--- src/rtl/instr_mem_param.sv ---
// instr_mem_param: parametrised instruction memory for the RISC-V cores.
//   After every reset a fill engine writes FILL_WORD into all DEPTH words,
//   one per cycle, with busy high. Once READY, the memory serves registered
//   fetches, one per cycle, and accepts program-load writes.
// Ports:
//   clk, reset          : rising-edge clock, synchronous active-high reset
//   prog_we/addr/data   : program-load write (byte address, word data)
//   fetch_req           : fetch request at byte address read_address (PC)
//   instruction_out     : registered fetched word (FILL_WORD on any fault)
//   instr_valid         : one-cycle strobe qualifying instruction_out and flags
//   misaligned          : read_address[1:0] != 0
//   out_of_range        : word index >= DEPTH (full upper address checked)
//   busy                : high while clearing; requests are ignored
module instr_mem_param #(
  parameter int              XLEN      = 32,
  parameter int              ADDR_W    = 32,
  parameter int              DEPTH     = 64,
  parameter logic [XLEN-1:0] FILL_WORD = 32'h00000013
) (
  input  logic              clk,
  input  logic              reset,
  input  logic              prog_we,
  input  logic [ADDR_W-1:0] prog_addr,
  input  logic [XLEN-1:0]   prog_data,
  input  logic              fetch_req,
  input  logic [ADDR_W-1:0] read_address,
  output logic [XLEN-1:0]   instruction_out,
  output logic              instr_valid,
  output logic              misaligned,
  output logic              out_of_range,
  output logic              busy
);
  localparam int IDX_W = (DEPTH > 1) ? $clog2(DEPTH) : 1;

  typedef enum logic {CLEAR, READY} state_t;

  state_t           state, state_nxt;
  logic [IDX_W-1:0] cnt, cnt_nxt;

  logic [XLEN-1:0]  mem [DEPTH];

  // Address decode. Bits above the index field must be zero to be in range,
  // so large addresses fault instead of aliasing onto low words.
  logic             f_mis, f_oor, p_ok;
  logic [IDX_W-1:0] f_idx, p_idx;

  assign f_mis = (read_address[1:0] != 2'b00);
  assign f_oor = |(read_address >> (IDX_W + 2));
  assign f_idx = read_address[IDX_W+1:2];
  assign p_idx = prog_addr[IDX_W+1:2];
  assign p_ok  = (prog_addr[1:0] == 2'b00) && !(|(prog_addr >> (IDX_W + 2)));

  // Next-state: the clear counter walks 0..DEPTH-1, then READY until reset.
  always_comb begin
    state_nxt = state;
    cnt_nxt   = cnt;
    case (state)
      CLEAR: begin
        cnt_nxt = cnt + 1'b1;
        if (cnt == IDX_W'(DEPTH - 1)) state_nxt = READY;
      end
      READY: ;
      default: state_nxt = CLEAR;
    endcase
  end

  // Single write port shared by the fill engine and the loader.
  logic             mem_we;
  logic [IDX_W-1:0] mem_waddr;
  logic [XLEN-1:0]  mem_wdata;

  always_comb begin
    mem_we    = 1'b0;
    mem_waddr = p_idx;
    mem_wdata = prog_data;
    if (!reset) begin
      if (state == CLEAR) begin
        mem_we    = 1'b1;
        mem_waddr = cnt;
        mem_wdata = FILL_WORD;
      end else begin
        mem_we = prog_we && p_ok;
      end
    end
  end

  always_ff @(posedge clk) begin
    if (mem_we) mem[mem_waddr] <= mem_wdata;
  end

  // Fetch reads mem with the pre-edge contents, so a same-cycle write to the
  // same word is seen only by the next fetch (read-before-write).
  always_ff @(posedge clk) begin
    if (reset) begin
      state           <= CLEAR;
      cnt             <= '0;
      instruction_out <= FILL_WORD;
      instr_valid     <= 1'b0;
      misaligned      <= 1'b0;
      out_of_range    <= 1'b0;
    end else begin
      state <= state_nxt;
      cnt   <= cnt_nxt;
      if (state == READY && fetch_req) begin
        instr_valid     <= 1'b1;
        misaligned      <= f_mis;
        out_of_range    <= f_oor;
        instruction_out <= (f_mis || f_oor) ? FILL_WORD : mem[f_idx];
      end else begin
        instr_valid  <= 1'b0;
        misaligned   <= 1'b0;
        out_of_range <= 1'b0;
      end
    end
  end

  assign busy = (state == CLEAR);
endmodule

--- config.mk ---
export PLATFORM = sky130hd
export DESIGN_NAME = instr_mem_param
export DESIGN_NICKNAME = d
export VERILOG_FILES = /design/src/rtl/instr_mem_param.sv
export SDC_FILE = /design/constraint.sdc
export NUM_CORES = 2
export LEC_CHECK = 0
export CAP_MARGIN = 15
export CORE_MARGIN = 1.5
export CORE_UTILIZATION = 63
export DETAILED_ROUTE_END_ITERATION = 12
export DONT_BUFFER_PORTS = 1
export PLACE_DENSITY = 0.79
export SLEW_MARGIN = 20
export SYNTH_ARGS = -nofsm -noshare
export SYNTH_HDL_FRONTEND = slang
export SYNTH_SLANG_ARGS = --single-unit
--- constraint.sdc ---
create_clock -name clk -period 4.56 [get_ports clk]
set_input_delay 0.912 -clock clk [delete_from_list [all_inputs] [get_ports clk]]
set_output_delay 0.912 -clock clk [all_outputs]
set_load 0.005 [all_outputs]
==> impl_metrics.toml <==
[status]
status = "finished clean"

[detailed_routing]
vias = 40517
drc = 0
avgRoutedWirePerCell_microns = 39.03
firstDrtPassIters = 6
drt-initial-drc-count = 7272
ant_nets = 0
wl_mm = 217.6
routed_via_density = 7.269

[logic_synthesis]
avgSynthCellArea_sq_um = 21.99
synth_area_sq_um = 79740
synth-main-ff-cell = "edfxtp_1"
synth_nets = 3727
ys_types = 54
synth_cells = 3626
synth_edf_count = 2048
synth_seq_cells = 2090
async_reset_ff_share_pct = 0
ys_warn_count = 0
ys_seq_area_share_pct = 78.18

[timing]
setup-tns-final_ns = 0
timing.slew.headroom_pct = 22.27
finalHoldViolCount = 0
post-route-period-util_pct = 92.26
skew_ns = 0.03428
rsz0062_at_grt = "false"
slew_violations = 0
max_freq_ghz = 0.2377
worstMarginPinSlew_ns = 1.163
setup_viol = 0
min_period_ns = 4.207

[layout]
ff_latch_area_sq_um = 62340
multi_input_area_sq_um = 16890
areaGrowthSynthToFinish_pct = 12.21
drive_gt1_share_pct = 25.81
finish.instance_area_sq_um = 89480
fillers = 6820
final_nets = 3861

[setup_path]
critPathKind = "in -> reg"
cp.arrival_ns = 4.91
start_kind = "input pin"
rrSetupSlack_ns = 1.14
crit_path_max_fanout = 95
worstSetupEndpointType = "register"
cp_data_required_time_ns = 5.27

[floorplan]
die_h_microns = 358.8
dieArea_sq_um = 128700
io_pins = 136
core.rowCount = 130
die_w_microns = 358.8
core_area_sq_um = 125600
start_util_pct = 63.50

[global_routing]
grt_pass1_wl_mm = 298.8
grt_pass1_vias = 39885
antenna_found_initial = 7
grt_overflow = 0
grt_max_degree = 504
grt_usage_pct = 33.96

[place]
routabilityCongestion = 0.9422
dpl_cell_area_sq_um = 83090
place_hpwl_mm = 117.4
io_buffer_count = 0

[pwr]
p_total_mw = 38.93
power.density_nw_per_um2 = 435.1
ir_drop_v = 0.0004526
p_leak_nw = 27.94

[clock_network]
cts_made_buffers = 194
clock-sinks = 2090
clk_pin_slew_worst_paths_ns = 0.06
insertion_delay_ns = 0.85
clockRootBuffer = "clkbuf_16"
ctsResizeCount = 0
cts_max_level = 4
cts_tree = "done"
clock_path_buffers = 3

[run]
drv_cap = 0

[min_path]
hp-class = "in -> reg"
==> registers in the layout, indices dropped and copies added, names as in the netlist <==
name / flops
cnt: 6
instr_valid: 1
instruction_out: 32
mem: 2048
misaligned: 1
out_of_range: 1
state: 1
==> metal layers <==
layer  track usage (%)  share of wire (%)
met1             46.16                 33
met2             51.22                 47
met3             11.52                 15
met4             14.21                4.7
met5                 0              0.095
==> power by group <==
part | total, mW | internal, mW | switching (mW)
registers | 21.2 | 21.2 | 0.0292
logic | 1.78 | 0.607 | 1.17
clock network | 15.9 | 8.94 | 7.01
total | 38.9 | 30.7 | 8.21
==> timing repair <==
action	CTS	global route
endpoints found under the hold margin	0	0
setup endpoints to repair	0	27
setup buffers	0	0
hold buffers	0	0
==> per-stage QoR <==
stage          util (%)  hold WS, ns  std cells  worst slack (ns)
2_1_floorplan         -       0.4345       3626            0.7429
3_3_place_gp      66.16       0.5619       5207            0.8191
3_5_place_dp      66.17       0.5730       5207            0.8075
4_1_cts           71.10      0.07965       5564             1.263
5_1_grt           71.25       0.1208       5571            0.1681
6_report          71.26       0.1272       5574            0.3529
==> critical path, cell delays in order <==
cell and delay (ns):
buf_16 0.38, buf_16 0.38, buf_16 0.49, buf_16 0.58
mux4_2 0.61, o22ai_1 0.48, nor4_1 0.20, nor2_1 0.37
o21ai_0 0.16
==> layout make-up <==
type,count,area share (%)
flip-flops and latches,2090,69.67
diodes,3,0.008390
well taps,1650,2.307
clock buffers,266,5.968
repair buffers,132,2.195
clock inverters,91,0.9537
inverters,4,0.01678
multi-input cells,1338,18.88
==> layout by cell type, fill, tap and decap left out, types with 19 or more instances in the layout <==
master / synthesis / routed
nand4_1: 27 / 27
nor4_1: 20 / 20
and2_1: 57 / 27
dfxtp_1: 42 / 42
clkbuf_1: 80 / 55
a22oi_1: 83 / 83
a211oi_1: 31 / 31
buf_4: 35 / 58
clkbuf_16: 0 / 200
a221oi_1: 24 / 24
nor3_1: 35 / 35
o22ai_1: 35 / 35
mux2i_1: 78 / 78
mux4_2: 497 / 497
edfxtp_1: 2048 / 2048
nor2_4: 0 / 66
a21oi_1: 35 / 34
buf_12: 0 / 67
nor2_1: 107 / 41
nand2_1: 118 / 118
o21ai_0: 19 / 19
clkinv_2: 0 / 30
clkinv_1: 0 / 32
nand3_1: 65 / 64
and2_4: 0 / 19
o21ai_1: 19 / 19
==> Yosys cell counts, drive strengths merged (4+ instances only) <==
cell    number  area [sq um]
nand4       27         168.9
or3          6         37.54
a31oi        5         31.28
a211oi      31         232.7
o21ai       38         190.2
mux4       497         11190
dfxtp       42         840.8
nor2       107         401.6
a22o         4         35.03
a21oi       35         175.2
and2        57         356.6
nand2b      15         93.84
nor3        35         175.2
nand3b      10         75.07
edfxtp    2048         61500
nor4        20         125.1
buf        114         805.8
clkbuf      80         300.3
o22ai       35         219.0
nor2b       16         100.1
inv          4         15.01
nand3       65         325.3
a22oi       83         623.1
mux2i       78         780.8
nand2      118         442.9
a221oi      25         225.2
==> final timing paths <==
kind,start,cells past startpoint,end
max,read_address[2],9,instruction_out[15]$_SDFFE_PP0P_
min,reset,1,state$_SDFF_PP0_
max reg2reg,state$_SDFF_PP0_,8,mem[14][2]$_DFFE_PP_
min reg2reg,instruction_out[11]$_SDFFE_PP0P_,2,instruction_out[11]$_SDFFE_PP0P_
==> logic make-up after synthesis <==
| kind of cell | after synthesis | synth area share [%] |
|---|---|---|
| and+or+nand+nor | 481 | 2.930 |
| AOI/OAI and AO/OA | 275 | 2.382 |
| xor gates and xnor gates | 4 | 0.04394 |
| adders and majority gates | 1 | 0.01569 |
| buffers and inverters | 198 | 1.406 |
| DFF | 2090 | 78.18 |
| muxes | 577 | 15.04 |
Power figures use the tool's default switching activity.
